$ cat src/rtl/pmod_adc_pkg.sv
// Shared types and frame geometry for the dual-channel serial ADC reader.
package pmod_adc_pkg;

  typedef enum logic [2:0] {
    IDLE,
    CS_SETUP,
    SHIFT,
    CS_HOLD,
    QUIET
  } state_t;

  localparam int FRAME_BITS = 16;
  localparam int DATA_BITS  = 12;
  localparam int LEAD_ZEROS = 4;

  // The converter pads each frame with leading zeros; anything else means a bad frame.
  function automatic logic lead_nonzero(input logic [FRAME_BITS-1:0] frame);
    return |frame[FRAME_BITS-1 -: LEAD_ZEROS];
  endfunction

endpackage

$ cat src/rtl/pmod_adc_reader_if.sv
// Control, serial pin and sample bundle between the ADC reader and its host/pins.
interface pmod_adc_reader_if
  import pmod_adc_pkg::*;
#(
  parameter int CNT_WIDTH = 32
);
  logic                  start;
  logic                  continuous;
  logic                  adc_sdata0;
  logic                  adc_sdata1;
  logic                  adc_cs_n;
  logic                  adc_sclk;
  logic [DATA_BITS-1:0]  data0;
  logic [DATA_BITS-1:0]  data1;
  logic                  data_valid;
  logic                  frame_err;
  logic                  busy;
  logic [CNT_WIDTH-1:0]  sample_count;

  modport master (
    input  start, continuous, adc_sdata0, adc_sdata1,
    output adc_cs_n, adc_sclk, data0, data1, data_valid, frame_err, busy, sample_count
  );

  modport slave (
    output start, continuous, adc_sdata0, adc_sdata1,
    input  adc_cs_n, adc_sclk, data0, data1, data_valid, frame_err, busy, sample_count
  );
endinterface

$ cat src/rtl/pmod_adc_reader_shift_chan.sv
// One ADC data lane: 2-flop pin synchronizer feeding an MSB-first frame shift register.
module adc_shift_chan
  import pmod_adc_pkg::*;
(
  input  logic                 clk,
  input  logic                 rst_n,
  input  logic                 sdata,
  input  logic                 shift_en,
  input  logic                 clr,
  output logic [DATA_BITS-1:0] payload,
  output logic                 lead_nz
);
  logic                  sync_p0;
  logic                  sync_p1;
  logic [FRAME_BITS-1:0] sr;

  always_ff @(posedge clk) begin
    if (!rst_n) begin
      sync_p0 <= 1'b0;
      sync_p1 <= 1'b0;
      sr      <= '0;
    end else begin
      sync_p0 <= sdata;
      sync_p1 <= sync_p0;
      if (clr) begin
        sr <= '0;
      end else if (shift_en) begin
        sr <= {sr[FRAME_BITS-2:0], sync_p1};
      end
    end
  end

  assign payload = sr[DATA_BITS-1:0];
  assign lead_nz = lead_nonzero(sr);

endmodule

$ cat src/rtl/pmod_adc_reader.sv
// Dual-channel 12-bit serial ADC reader: drives CS_N/SCLK, captures 16-bit frames on
// both data lines and publishes the payloads with a valid pulse and a frame counter.
module pmod_adc_reader
  import pmod_adc_pkg::*;
#(
  parameter int CLK_DIV      = 8,
  parameter int QUIET_CYCLES = 6,
  parameter int CNT_WIDTH    = 32
) (
  input  logic              S_AXI_ACLK,
  input  logic              S_AXI_ARESETN,
  pmod_adc_reader_if.master bus
);
  localparam int DIV_W = (CLK_DIV > 1) ? $clog2(CLK_DIV) : 1;
  localparam int QW    = (QUIET_CYCLES > 1) ? $clog2(QUIET_CYCLES) : 1;
  localparam int BIT_W = $clog2(FRAME_BITS);

  state_t               state;
  logic [DIV_W-1:0]     div_cnt;
  logic [QW-1:0]        quiet_cnt;
  logic [BIT_W-1:0]     bit_cnt;
  logic                 phase_end;
  logic                 shift_en;
  logic                 sr_clr;
  logic [DATA_BITS-1:0] payload0;
  logic [DATA_BITS-1:0] payload1;
  logic                 lead_nz0;
  logic                 lead_nz1;
  logic [CNT_WIDTH-1:0] count_next;

  assign phase_end  = (div_cnt == DIV_W'(CLK_DIV - 1));
  // Capture on the same edge that raises SCLK, i.e. the end of a low phase.
  assign shift_en   = (state == SHIFT) && phase_end && !bus.adc_sclk;
  assign sr_clr     = (state == CS_SETUP);
  assign count_next = bus.sample_count + CNT_WIDTH'(1);

  adc_shift_chan u_chan0 (
    .clk      (S_AXI_ACLK),
    .rst_n    (S_AXI_ARESETN),
    .sdata    (bus.adc_sdata0),
    .shift_en (shift_en),
    .clr      (sr_clr),
    .payload  (payload0),
    .lead_nz  (lead_nz0)
  );

  adc_shift_chan u_chan1 (
    .clk      (S_AXI_ACLK),
    .rst_n    (S_AXI_ARESETN),
    .sdata    (bus.adc_sdata1),
    .shift_en (shift_en),
    .clr      (sr_clr),
    .payload  (payload1),
    .lead_nz  (lead_nz1)
  );

  always_ff @(posedge S_AXI_ACLK) begin
    if (!S_AXI_ARESETN) begin
      state            <= IDLE;
      div_cnt          <= '0;
      quiet_cnt        <= '0;
      bit_cnt          <= '0;
      bus.adc_cs_n     <= 1'b1;
      bus.adc_sclk     <= 1'b1;
      bus.data0        <= '0;
      bus.data1        <= '0;
      bus.data_valid   <= 1'b0;
      bus.frame_err    <= 1'b0;
      bus.busy         <= 1'b0;
      bus.sample_count <= '0;
    end else begin
      bus.data_valid <= 1'b0;
      case (state)
        IDLE: begin
          div_cnt <= '0;
          if (bus.start || bus.continuous) begin
            state        <= CS_SETUP;
            bus.adc_cs_n <= 1'b0;
            bus.busy     <= 1'b1;
          end
        end

        CS_SETUP: begin
          if (phase_end) begin
            div_cnt      <= '0;
            bit_cnt      <= '0;
            bus.adc_sclk <= 1'b0;
            state        <= SHIFT;
          end else begin
            div_cnt <= div_cnt + DIV_W'(1);
          end
        end

        SHIFT: begin
          if (phase_end) begin
            div_cnt <= '0;
            if (!bus.adc_sclk) begin
              bus.adc_sclk <= 1'b1;
            end else if (bit_cnt == BIT_W'(FRAME_BITS - 1)) begin
              bus.adc_cs_n <= 1'b1;
              state        <= CS_HOLD;
            end else begin
              bit_cnt      <= bit_cnt + BIT_W'(1);
              bus.adc_sclk <= 1'b0;
            end
          end else begin
            div_cnt <= div_cnt + DIV_W'(1);
          end
        end

        CS_HOLD: begin
          if (phase_end) begin
            div_cnt          <= '0;
            quiet_cnt        <= '0;
            bus.data0        <= payload0;
            bus.data1        <= payload1;
            bus.frame_err    <= lead_nz0 | lead_nz1;
            bus.sample_count <= count_next;
            bus.data_valid   <= 1'b1;
            state            <= QUIET;
          end else begin
            div_cnt <= div_cnt + DIV_W'(1);
          end
        end

        QUIET: begin
          div_cnt <= '0;
          if (quiet_cnt == QW'(QUIET_CYCLES - 1)) begin
            quiet_cnt <= '0;
            if (bus.continuous) begin
              bus.adc_cs_n <= 1'b0;
              state        <= CS_SETUP;
            end else begin
              bus.busy <= 1'b0;
              state    <= IDLE;
            end
          end else begin
            quiet_cnt <= quiet_cnt + QW'(1);
          end
        end

        default: begin
          state <= IDLE;
        end
      endcase
    end
  end

endmodule

$ cat src/flat_wrapper.sv
// flat-port wrapper written by rule: the top's interface ports become plain ports
module pmod_adc_reader_flat import pmod_adc_pkg::*;
#(
  parameter int CLK_DIV      = 8,
  parameter int QUIET_CYCLES = 6,
  parameter int CNT_WIDTH    = 32
)
  (S_AXI_ACLK, S_AXI_ARESETN, bus_start, bus_continuous, bus_adc_sdata0, bus_adc_sdata1, bus_adc_cs_n, bus_adc_sclk, bus_data0, bus_data1, bus_data_valid, bus_frame_err, bus_busy, bus_sample_count);
  pmod_adc_reader_if #(.CNT_WIDTH(CNT_WIDTH)) bus_i ();
  input  logic S_AXI_ACLK;
  input  logic S_AXI_ARESETN;
  input wire logic [$bits(bus_i.start)-1:0] bus_start;
  input wire logic [$bits(bus_i.continuous)-1:0] bus_continuous;
  input wire logic [$bits(bus_i.adc_sdata0)-1:0] bus_adc_sdata0;
  input wire logic [$bits(bus_i.adc_sdata1)-1:0] bus_adc_sdata1;
  output wire logic [$bits(bus_i.adc_cs_n)-1:0] bus_adc_cs_n;
  output wire logic [$bits(bus_i.adc_sclk)-1:0] bus_adc_sclk;
  output wire logic [$bits(bus_i.data0)-1:0] bus_data0;
  output wire logic [$bits(bus_i.data1)-1:0] bus_data1;
  output wire logic [$bits(bus_i.data_valid)-1:0] bus_data_valid;
  output wire logic [$bits(bus_i.frame_err)-1:0] bus_frame_err;
  output wire logic [$bits(bus_i.busy)-1:0] bus_busy;
  output wire logic [$bits(bus_i.sample_count)-1:0] bus_sample_count;
  assign bus_i.start = bus_start;
  assign bus_i.continuous = bus_continuous;
  assign bus_i.adc_sdata0 = bus_adc_sdata0;
  assign bus_i.adc_sdata1 = bus_adc_sdata1;
  assign bus_adc_cs_n = bus_i.adc_cs_n;
  assign bus_adc_sclk = bus_i.adc_sclk;
  assign bus_data0 = bus_i.data0;
  assign bus_data1 = bus_i.data1;
  assign bus_data_valid = bus_i.data_valid;
  assign bus_frame_err = bus_i.frame_err;
  assign bus_busy = bus_i.busy;
  assign bus_sample_count = bus_i.sample_count;
  pmod_adc_reader #(.CLK_DIV(CLK_DIV), .QUIET_CYCLES(QUIET_CYCLES), .CNT_WIDTH(CNT_WIDTH)) u_core (.S_AXI_ACLK(S_AXI_ACLK), .S_AXI_ARESETN(S_AXI_ARESETN), .bus(bus_i));
endmodule
$ cat config.mk
export PLATFORM = sky130hd
export DESIGN_NAME = pmod_adc_reader_flat
export DESIGN_NICKNAME = d
export VERILOG_FILES = /design/src/rtl/pmod_adc_pkg.sv /design/src/rtl/pmod_adc_reader_if.sv /design/src/rtl/pmod_adc_reader_shift_chan.sv /design/src/rtl/pmod_adc_reader.sv /design/src/flat_wrapper.sv
export SDC_FILE = /design/constraint.sdc
export NUM_CORES = 1
export LEC_CHECK = 0
export CAP_MARGIN = 20
export CORE_UTILIZATION = 45
export CTS_CLUSTER_SIZE = 24
export DETAILED_ROUTE_END_ITERATION = 8
export GPL_TIMING_DRIVEN = 1
export PLACE_DENSITY = 0.68
export REMOVE_ABC_BUFFERS = 1
export SYNTH_ARGS = -nofsm -noshare
export SYNTH_HDL_FRONTEND = slang
export SYNTH_SLANG_ARGS = --single-unit
$ cat constraint.sdc
create_clock -name S_AXI_ACLK -period 4.3 [get_ports S_AXI_ACLK]
set_clock_uncertainty 0.15 [all_clocks]
set_input_delay 0.645 -clock S_AXI_ACLK [delete_from_list [all_inputs] [get_ports S_AXI_ACLK]]
set_output_delay 0.645 -clock S_AXI_ACLK [all_outputs]
set_load 0.01 [all_outputs]
==> key figures <==
Outcome
  – Outcome: finished, final reports clean

Power
  – Peak VDD IR: 187.0 µV
  – Total power: 1.921 mW
  – Sw Ratio: 28.76%
  – Comb power frac: 11.4%
  – PD cells: 348.3 nW/µm²
  – Switch Pwr: 0.5525 mW
  – P_leak: 1.790 nW
  – Reg power frac: 57.0%
  – Clock power share: 31.6%
  – P_int: 1.369 mW

Routing
  – Pre-Repair DR Iteration Count: 5
  – Number of vias in the routed layout: 3891
  – Total wire length: 9615 µm
  – Initial DRC Count: 122
  – Vias per cell: 5.308
  – Number of remaining DRC errors: 0
  – Post-DRT Antenna Nets: 0
  – Routed WL per cell: 13.12 µm

Final layout
  – Register area: 2202 µm²
  – Filler cell count: 951
  – Nets: 605
  – P&R area growth vs syn: 20.79%
  – Layout Cells excl Fill: 733
  – Commonest cells after routing, fill and taps aside: 134 x nand2_1, 110 x dfxtp_1, 76 x a21oi_1
  – Final core occ: 56.18%
  – Multi-input gate area: 2157 µm²
  – Antenna cells: 0
  – Share of post-route cells with drive strength above 1: 5.833%
  – Commonest non-fill, non-tap cell in the layout: nand2_1

Die
  – Chip Height: 102.7 µm
  – Die width: 102.7 µm
  – Ports: 67
  – Floorplan core area: 9819 µm²
  – Rows: 36
  – Die area: 10560 µm²
  – Initial Util: 46.51%

Clocking
  – Setup Buffers After CTS: 0
  – H-tree depth: 3
  – Clock Latency Late Sink: 370 ps
  – Longest Clk Path Bufs: 2
  – Root Buffer: clkbuf_8
  – CTS tree: yes
  – Cts bufs inserted: 9
  – CTS hold repair buffers: 0
  – CTS clk-pin slew, worst paths: 100 ps
  – Sink Count: 110
  – Post-CTS Resized: 0

Global route
  – Largest net degree at the start of global routing: 45
  – Global-route wire length before repair: 16120 µm
  – Vias in the first global route: 3558
  – GRT overflow: 0
  – GRT Overall Usage: 19.30%
  – Initial antenna violation count: 0

Timing
  – Fin. Hold Viols: 0
  – Worst Slack Setup Final: 1481 ps
  – Final setup viols: 0
  – Rel. slew slack: 39.62%
  – Setup TNS: 0 ps
  – Measured slew at the worst slew-check pin: 903.1 ps
  – RSZ-0062 raised after global routing: no
  – Final Cycle Share: 65.56%
  – Min Tclk post-route: 2819 ps
  – Fmax: 354.7 MHz
  – Final Max Slew Viols: 0

Worst setup path
  – RR Endpoint: u_core.bus.sample_count[18]
  – CP max FO: 13
  – CP arrival: 2970 ps
  – Reg2Reg Depth: 6
  – CP most frequent cell: ha_1
  – Slowest cell on crit path: or4_1
  – CP required: 4450 ps
  – Buf+Inv Stages, Crit Path: 0
  – RR Startpoint: u_core.div_cnt[0]
  – Crit path cell chain: ha_1 -> ha_1 -> and4b_1 -> nand4_1 -> or4_1 -> a21oi_1
  – Crit start category: flop
  – WS Path Type: flop to flop
  – R2R Setup Slk: 1480 ps
  – Crit. End Element: flop
  – Largest delay share family, worst path: simple AND/OR/NAND/NOR gates
  – Largest stage delay on the critical path: 590 ps

Flow run
  – Maximum capacitance violations: 0

Logic synthesis
  – Synth unique cells: 53
  – Post-synth EDFFs: 0
  – Yosys reg bits: 110
  – Synthesis Warnings: 0
  – Synth Instances: 548
  – Top FF cell, synth: dfxtp_1
  – Asr flop ratio synth: 0%
  – Register area share after synthesis: 48.22%
  – Mean area per synthesized cell: 8.334 µm²
  – Synth Cell Area: 4567 µm²

Worst hold path
  – Hold path depth: 2
  – WHS Endpoint: u_core.u_chan1.sr[0]
  – HP Class: flop to flop
  – Hold Crit Start: u_core.u_chan1.sync_p1

Placed design
  – Placement Setup Slack: 1510 ps
  – DP HPWL: 6390 µm
  – Placed insts: 715
  – Number of port buffers: 66
  – Gpl congestion: 0.7833
-- how the worst max path moves through the flow --
| stage | from | endpoint | slack (ps) | cells past startpoint |
|---|---|---|---|---|
| after global routing | u_core.div_cnt[0] | u_core.bus.sample_count[18] | 1200 | 6 |
| after global placement | u_core.div_cnt[0] | u_core.bus.sample_count[18] | 1630 | 6 |
| after CTS | u_core.div_cnt[0] | u_core.bus.sample_count[18] | 1490 | 6 |
| after detailed placement | u_core.div_cnt[0] | u_core.bus.sample_count[18] | 1510 | 6 |
| after floorplan | u_core.div_cnt[0] | u_core.bus.sample_count[18] | 1340 | 6 |
| final | u_core.div_cnt[0] | u_core.bus.sample_count[18] | 1480 | 6 |
-- metal layers --
metal | vias to the layer above | track usage (%) | wire, µm
li1 | 2014 | - | -
met1 | 1791 | 24.03 | 4414
met2 | 78 | 33.44 | 4686
met3 | 8 | 5.492 | 422
met4 | 0 | 3.792 | 91
met5 | - | 0 | 0
-- state kept, by name, summed over array words and instances (netlist names), 3 cells and up --
register,flops
u_core.bit_cnt,4
u_core.state,3
u_core.bus.data1,12
u_core.quiet_cnt,3
u_core.u_chan0.sr,16
u_core.u_chan1.sr,16
u_core.bus.sample_count,32
u_core.div_cnt,3
u_core.bus.data0,12
-- per-stage QoR --
stage               hold WS [ps]  area (µm²)
floorplan                  261.8        4389
global placement           268.1        5258
detailed placement         277.0        5273
CTS                        297.2        5474
global route               296.6        5517
finish                     293.8        5517
-- Yosys cell counts (5+ instances only) --
library cell	instances	area, µm²
a31oi_1	5	31.28
o41ai_1	9	78.83
inv_1	8	30.03
a21oi_1	76	380.4
xor2_1	6	52.55
and4_1	5	43.79
nand2_1	134	503.0
nand2b_1	12	75.07
and2_1	8	50.05
dfxtp_1	110	2202
o311ai_1	8	70.07
or3_1	8	50.05
nand3_1	14	70.07
nor2_1	17	63.81
buf_2	13	65.06
o21ai_0	12	60.06
clkbuf_1	22	82.58
mux2i_1	6	60.06
nand4_1	8	50.05
or4_1	6	45.04
-- cells by family (layout without fill, tap and decap cells) --
group / Yosys count / in the layout / synth area share [%]
multiplexers: 6 / 6 / 1.315
XOR/XNOR: 8 / 8 / 1.534
flip-flops: 110 / 110 / 48.22
adder cells (fa/ha/maj): 4 / 4 / 1.096
buffers and inverters: 47 / 99 / 4.630
AO/OA/AOI/OAI: 131 / 131 / 17.23
AND/OR/NAND/NOR: 242 / 242 / 25.97
-- worst min-delay path: cells and delay by family (launching register included) --
family | cells | cell delay [ps]
compound gates | 1 | 50
flops | 1 | 310
simple gates | 1 | 50
-- cell type report --
class | count | share of cell area (%)
multi-input combinational | 391 | 39.10
clock inverter | 7 | 1.406
tap | 133 | 3.017
clock buffer | 9 | 2.245
inverter | 9 | 0.6124
sequential | 110 | 39.92
timing repair buffer | 74 | 13.70
-- power groups by stage --
stage,logic [mW],registers [mW],clock network (mW)
6_report,0.219,1.09,0.608
2_1_floorplan,0.150,1.11,0
3_3_place_gp,0.213,1.11,0
3_5_place_dp,0.220,1.12,0
5_1_grt,0.245,1.10,0.670
4_1_cts,0.220,1.09,0.632
(Power assumes the default switching activity.)
==> variant 1: new RTL, same settings <==
`CNT_WIDTH` is set to 32 in 3 places; all go to 64.
--- a/src/rtl/pmod_adc_reader_if.sv
+++ b/src/rtl/pmod_adc_reader_if.sv
@@ -2,7 +2,7 @@
 interface pmod_adc_reader_if
   import pmod_adc_pkg::*;
 #(
-  parameter int CNT_WIDTH = 32
+  parameter int CNT_WIDTH = 64
 );
   logic                  start;
   logic                  continuous;
--- a/src/rtl/pmod_adc_reader.sv
+++ b/src/rtl/pmod_adc_reader.sv
@@ -5,7 +5,7 @@
 #(
   parameter int CLK_DIV      = 8,
   parameter int QUIET_CYCLES = 6,
-  parameter int CNT_WIDTH    = 32
+  parameter int CNT_WIDTH    = 64
 ) (
   input  logic              S_AXI_ACLK,
   input  logic              S_AXI_ARESETN,
--- a/src/flat_wrapper.sv
+++ b/src/flat_wrapper.sv
@@ -3,7 +3,7 @@
 #(
   parameter int CLK_DIV      = 8,
   parameter int QUIET_CYCLES = 6,
-  parameter int CNT_WIDTH    = 32
+  parameter int CNT_WIDTH    = 64
 )
   (S_AXI_ACLK, S_AXI_ARESETN, bus_start, bus_continuous, bus_adc_sdata0, bus_adc_sdata1, bus_adc_cs_n, bus_adc_sclk, bus_data0, bus_data1, bus_data_valid, bus_frame_err, bus_busy, bus_sample_count);
   pmod_adc_reader_if #(.CNT_WIDTH(CNT_WIDTH)) bus_i ();
Interface: changed (resized bus_sample_count); port bits go from 67 to 99. The function was not compared with the original's and may differ.
==> variant 1 against the original RTL <==
  * Worst setup slack worse by 0.57 ns
  * Maximum frequency down 17%
  * Synthesized area grew 34%
  * Synthesized cell count grew 36%
  * Routed wire length rose by 58%
  * Via count increased by 45%
  * Design area is 42% higher
  * Power increased by 47%
  * Non-clock buffer count rose by 29
  * Die area up 33%
  * Hold slack worse by 0.0033 ns
  * Highest routed layer unchanged
  * Sequential cell count increased by 32
  * Count of clock-buffer cells in the layout grew 10
  * Critical endpoint is now u_core.bus.sample_count[56]$_SDFFE_PN0P_
  * Global-route usage grew 2.8 points
  * Largest power group is now the clock network
==> variant 1: results (changes against the original RTL) <==
stage;metric;value;unit;change
floorplanning;tap-cell-count;176;;+32%
placed_design;placed_cells_incl_taps;989;;+38%
status;run_status;finished, final reports clean;;
layout;final.signal_buffer_count;103;;+39%
pwr;power.sequential.total;1.33;mW;+22%
layout;multi_input_comb_cells;558;;+43%
detailed_routing;firstDrtPassIters;6;;+1
layout;inverters_excl_clock;11;;+2
grt;grt.met2_usage;36.51;%;+3.1 points
layout;biggestRegsByFlops;u_core.bus.sample_count (64), u_core.u_chan0.sr (16), u_core.u_chan1.sr (16);;
layout;fillers;1244;;+31%
synth;synthXorXnorAreaFrac;4.451;%;+2.9 points
grt;met1_track_demand_over_resource;27.93;%;+3.9 points
detailed_routing;m1WireLength;6782;um;+54%
layout;post_layout_nonfiller_instances;1022;;+39%
placed_design;detailed_place.area;7223;um2;+37%
clocking;clk_root_buffer_cell;clkbuf_16;;
synth;synth.yosys.seq_area_share;46.61;%;-1.6 points
synth;synth.area.mux_share;0.6564;%;-0.66 points
detailed_routing;detailroute.wirelength.met3;753;um;+78%
layout;share_of_post_route_cells_with_drive_strength_above_1;7.329;%;+1.5 points
clocking;clock_insertion_delay_worst_skew;0.42;ns;+0.05 ns
clocking;clkSlewWorstSetupHoldPaths;0.06;ns;-0.04 ns
layout;proportion_of_cell_area_occupied_by_registers;36.30;%;-3.6 points
clocking;ctsHtreeMaxLevel;4;;+1
pwr;power_clock;1.45;mW;+140%
placed_design;pre_cts_slack;0.9443;ns;-0.5659 ns
layout;n_clock_buffer;19;;+10
grt;maximum_number_of_pins_on_one_net_before_global_route_repair;60;;+33%
pwr;power.net_switching;0.6071;mW;+9.9%
detailed_routing;drt-initial-drc-count;435;;+260%
pwr;ir_worst_vdd;0.0003062;V;+64%
synth;yosys_register_bits;142;;+29%
layout;layout_nets;844;;+40%
synth;synthDistinctLibCells;48;;-9.4%
synth;synth_compound_area_share;13.03;%;-4.2 points
pwr;leakage_power_of_the_design;2.559;nW;+43%
grt;globalRouteTotalUtil;22.09;%;+2.8 points
detailed_routing;wire_per_inst;14.83;um;+13%
grt;grt_first_pass_wirelength;24980;um;+55%
placed_design;gp_congestion;0.8582;;+9.6%
synth;post_synth_fa_ha_maj_area_fraction;1.026;%;-0.070 points
critical_path;critical_path_peak_fanout;33;;+20
grt;use_met3;5.550;%;+0.059 points
layout;multi_input_area_share;39.53;%;+0.43 points
layout;flow.area_growth_from_synthesis;28.39;%;
pwr;power.internal;2.223;mW;+62%
synth;syn-instance-count;743;;+36%
detailed_routing;met2RoutedLength;7389;um;+58%
clocking;number_of_buffers_inserted_during_clock_tree_synthesis;17;;+8
synth;synth_common_cells;151 x nand2_1, 142 x dfxtp_1, 101 x a21oi_1;;
grt;first_global_vias;5218;;+47%
synth;synth_top_family_by_area;simple AND/OR/NAND/NOR gates;;
-- variant 1: changes by cell type after synthesis, sizes merged, moves of 11 or more --
cell	change
or3	+18
buf	-11
nand4	+25
o21ai	+19
nor2	+42
nand3	+12
a21oi	+25
dfxtp	+32
xor2	+14
nand2	+18
-- variant 1: worst paths after layout --
kind                                                         from  cells past startpoint  slack (ns)                                       end
worst max-delay path               u_core.div_cnt[0]$_SDFFE_PN0P_                      7        0.91  u_core.bus.sample_count[56]$_SDFFE_PN0P_
worst min-delay path            u_core.u_chan1.sync_p0$_SDFF_PN0_                      1        0.29         u_core.u_chan1.sync_p1$_SDFF_PN0_
worst max register to register     u_core.div_cnt[0]$_SDFFE_PN0P_                      7        0.91  u_core.bus.sample_count[56]$_SDFFE_PN0P_
worst min register to register  u_core.u_chan1.sync_p0$_SDFF_PN0_                      1        0.29         u_core.u_chan1.sync_p1$_SDFF_PN0_
==> variant 2: new RTL, same flow settings <==
Made on the original files. Make the reset (`S_AXI_ARESETN` and `rst_n`) asynchronous in 2 clocked blocks. Comments in the files are not updated.
--- a/src/rtl/pmod_adc_reader_shift_chan.sv
+++ b/src/rtl/pmod_adc_reader_shift_chan.sv
@@ -14,7 +14,7 @@
   logic                  sync_p1;
   logic [FRAME_BITS-1:0] sr;
 
-  always_ff @(posedge clk) begin
+  always_ff @(posedge clk or negedge rst_n) begin
     if (!rst_n) begin
       sync_p0 <= 1'b0;
       sync_p1 <= 1'b0;
--- a/src/rtl/pmod_adc_reader.sv
+++ b/src/rtl/pmod_adc_reader.sv
@@ -54,7 +54,7 @@
     .lead_nz  (lead_nz1)
   );
 
-  always_ff @(posedge S_AXI_ACLK) begin
+  always_ff @(posedge S_AXI_ACLK or negedge S_AXI_ARESETN) begin
     if (!S_AXI_ARESETN) begin
       state            <= IDLE;
       div_cnt          <= '0;
Behaviour: differs if S_AXI_ARESETN is asserted again (counterexample within 4 cycles, from zero or initial values and one cycle with S_AXI_ARESETN low); with S_AXI_ARESETN held inactive, the same outputs for 10 cycles.
==> variant 2 against the original RTL <==
  * Via count fell by 9.5%
  * Power fell by 0.51%
  * Hold slack got worse by 0.10 ns
  * Clock power fell by 3%
  * Sequential cell count did not move
  * Non-clock buffer count fell by 2
  * Core utilization rose by 0.74 points
  * Routed wire length fell by 4.9%
  * Worst setup slack got worse by 0.12 ns
  * Design area rose by 2.2%
  * Synthesized area rose by 2.6%
  * Largest power group unchanged
  * Highest routed layer unchanged
==> variant 2: results (changes against the original RTL) <==
stage;metric;value;unit;change
critical_path;critical_path_arrival;3.01;ns;+0.04 ns
critical_path;crit-reg2reg-launch;u_core.div_cnt[0]$_DFFE_PN0P_;;
critical_path;timing.critical_path.slowest_cell_delay;0.84;ns;+0.25 ns
clocking;clkSlewWorstSetupHoldPaths;0.12;ns;+0.02 ns
synth;syn-instance-count;482;;-12%
min_path;worst_hold_path_type;primary input to asynchronous set/reset pin;;
critical_path;worst-r2r-cell-count;7;;+1
synth;async_flop_share;100.0;%;+100 points
detailed_routing;drt-initial-drc-count;205;;+68%
detailed_routing;firstDrtPassIters;4;;-1
grt;first_global_vias;3414;;-4.0%
synth;synth.area.mux_share;0.8814;%;-0.43 points
floorplanning;fp.dieArea;10820;um2;+2.5%
placed_design;placed_cells_incl_taps;660;;-7.7%
synth;ys.flop_type;dfrtp_1;;
critical_path;critical_path_peak_fanout;36;;+23
synth;synthXorXnorAreaFrac;5.983;%;+4.4 points
synth;synth.yosys.seq_area_share;58.81;%;+11 points
grt;grt.met2_usage;28.57;%;-4.9 points
status;run_status;finished, final reports clean;;
synth;synth_common_cells;161 x nand2_1, 108 x dfrtp_1, 38 x a21oi_1;;
pwr;p_sw_share;27.90;%;-0.86 points
detailed_routing;m1WireLength;4427;um;+0.29%
synth;post_synth_fa_ha_maj_area_fraction;1.068;%;-0.028 points
detailed_routing;met2RoutedLength;4333;um;-7.5%
grt;maximum_number_of_pins_on_one_net_before_global_route_repair;64;;+42%
grt;grt_first_pass_wirelength;16280;um;+1.0%
grt;globalRouteTotalUtil;18.23;%;-1.1 points
detailed_routing;wire_per_inst;13.50;um;+2.9%
synth;synth_compound_area_share;6.944;%;-10 points
-- variant 2: changes by cell type after synthesis, sizes merged, moves of 9 or more --
| cell | before | now |
|---|---|---|
| o311ai | 9 | 0 |
| dfxtp | 110 | 0 |
| nand2 | 134 | 161 |
| dfrtp | 0 | 108 |
| a21oi | 76 | 38 |
| xnor2 | 2 | 23 |
-- variant 2: through the flow --
stage | power [mW] | worst slack (ns)
CTS | 1.935 | 1.289
global placement | 1.334 | 1.433
global route | 2.016 | 1.031
floorplan | 1.246 | 0.6767
detailed placement | 1.342 | 1.356
finish | 1.911 | 1.358
-- variant 2: final cells by class --
class / count / area (um2) / area share, %
inverter: 8 / 30.03 / 0.5324
multi-input combinational: 338 / 1799 / 31.90
clock inverter: 6 / 51.30 / 0.9095
clock buffer: 10 / 137.6 / 2.440
timing repair buffer: 72 / 700.7 / 12.42
tap: 133 / 166.4 / 2.950
sequential: 110 / 2755 / 48.85
-- variant 2: worst register-to-register path, delay by kind of cell (launching register included) --
kind / cells / cell delay, ns
compound gates: 1 / 0.10
fa+ha+maj: 2 / 0.50
buf+inv: 1 / 0.86
flops: 1 / 0.37
mux: 1 / 0.21
simple gates: 2 / 0.63
-- variant 2: kinds of logic after synthesis --
kind of cell / after synthesis
flip-flops: 110
AO/OA/AOI/OAI: 57
multiplexers: 4
adder cells (fa/ha/maj): 4
XOR/XNOR: 32
AND/OR/NAND/NOR: 241
buffers and inverters: 34
-- variant 2: power groups by stage --
stage	Clock, mW	Sequential, mW	Combinational, mW
after global routing	0.656	1.11	0.248
final	0.592	1.10	0.215
after floorplan	0	1.12	0.127
after detailed placement	0	1.12	0.218
after global placement	0	1.12	0.212
after CTS	0.611	1.10	0.219
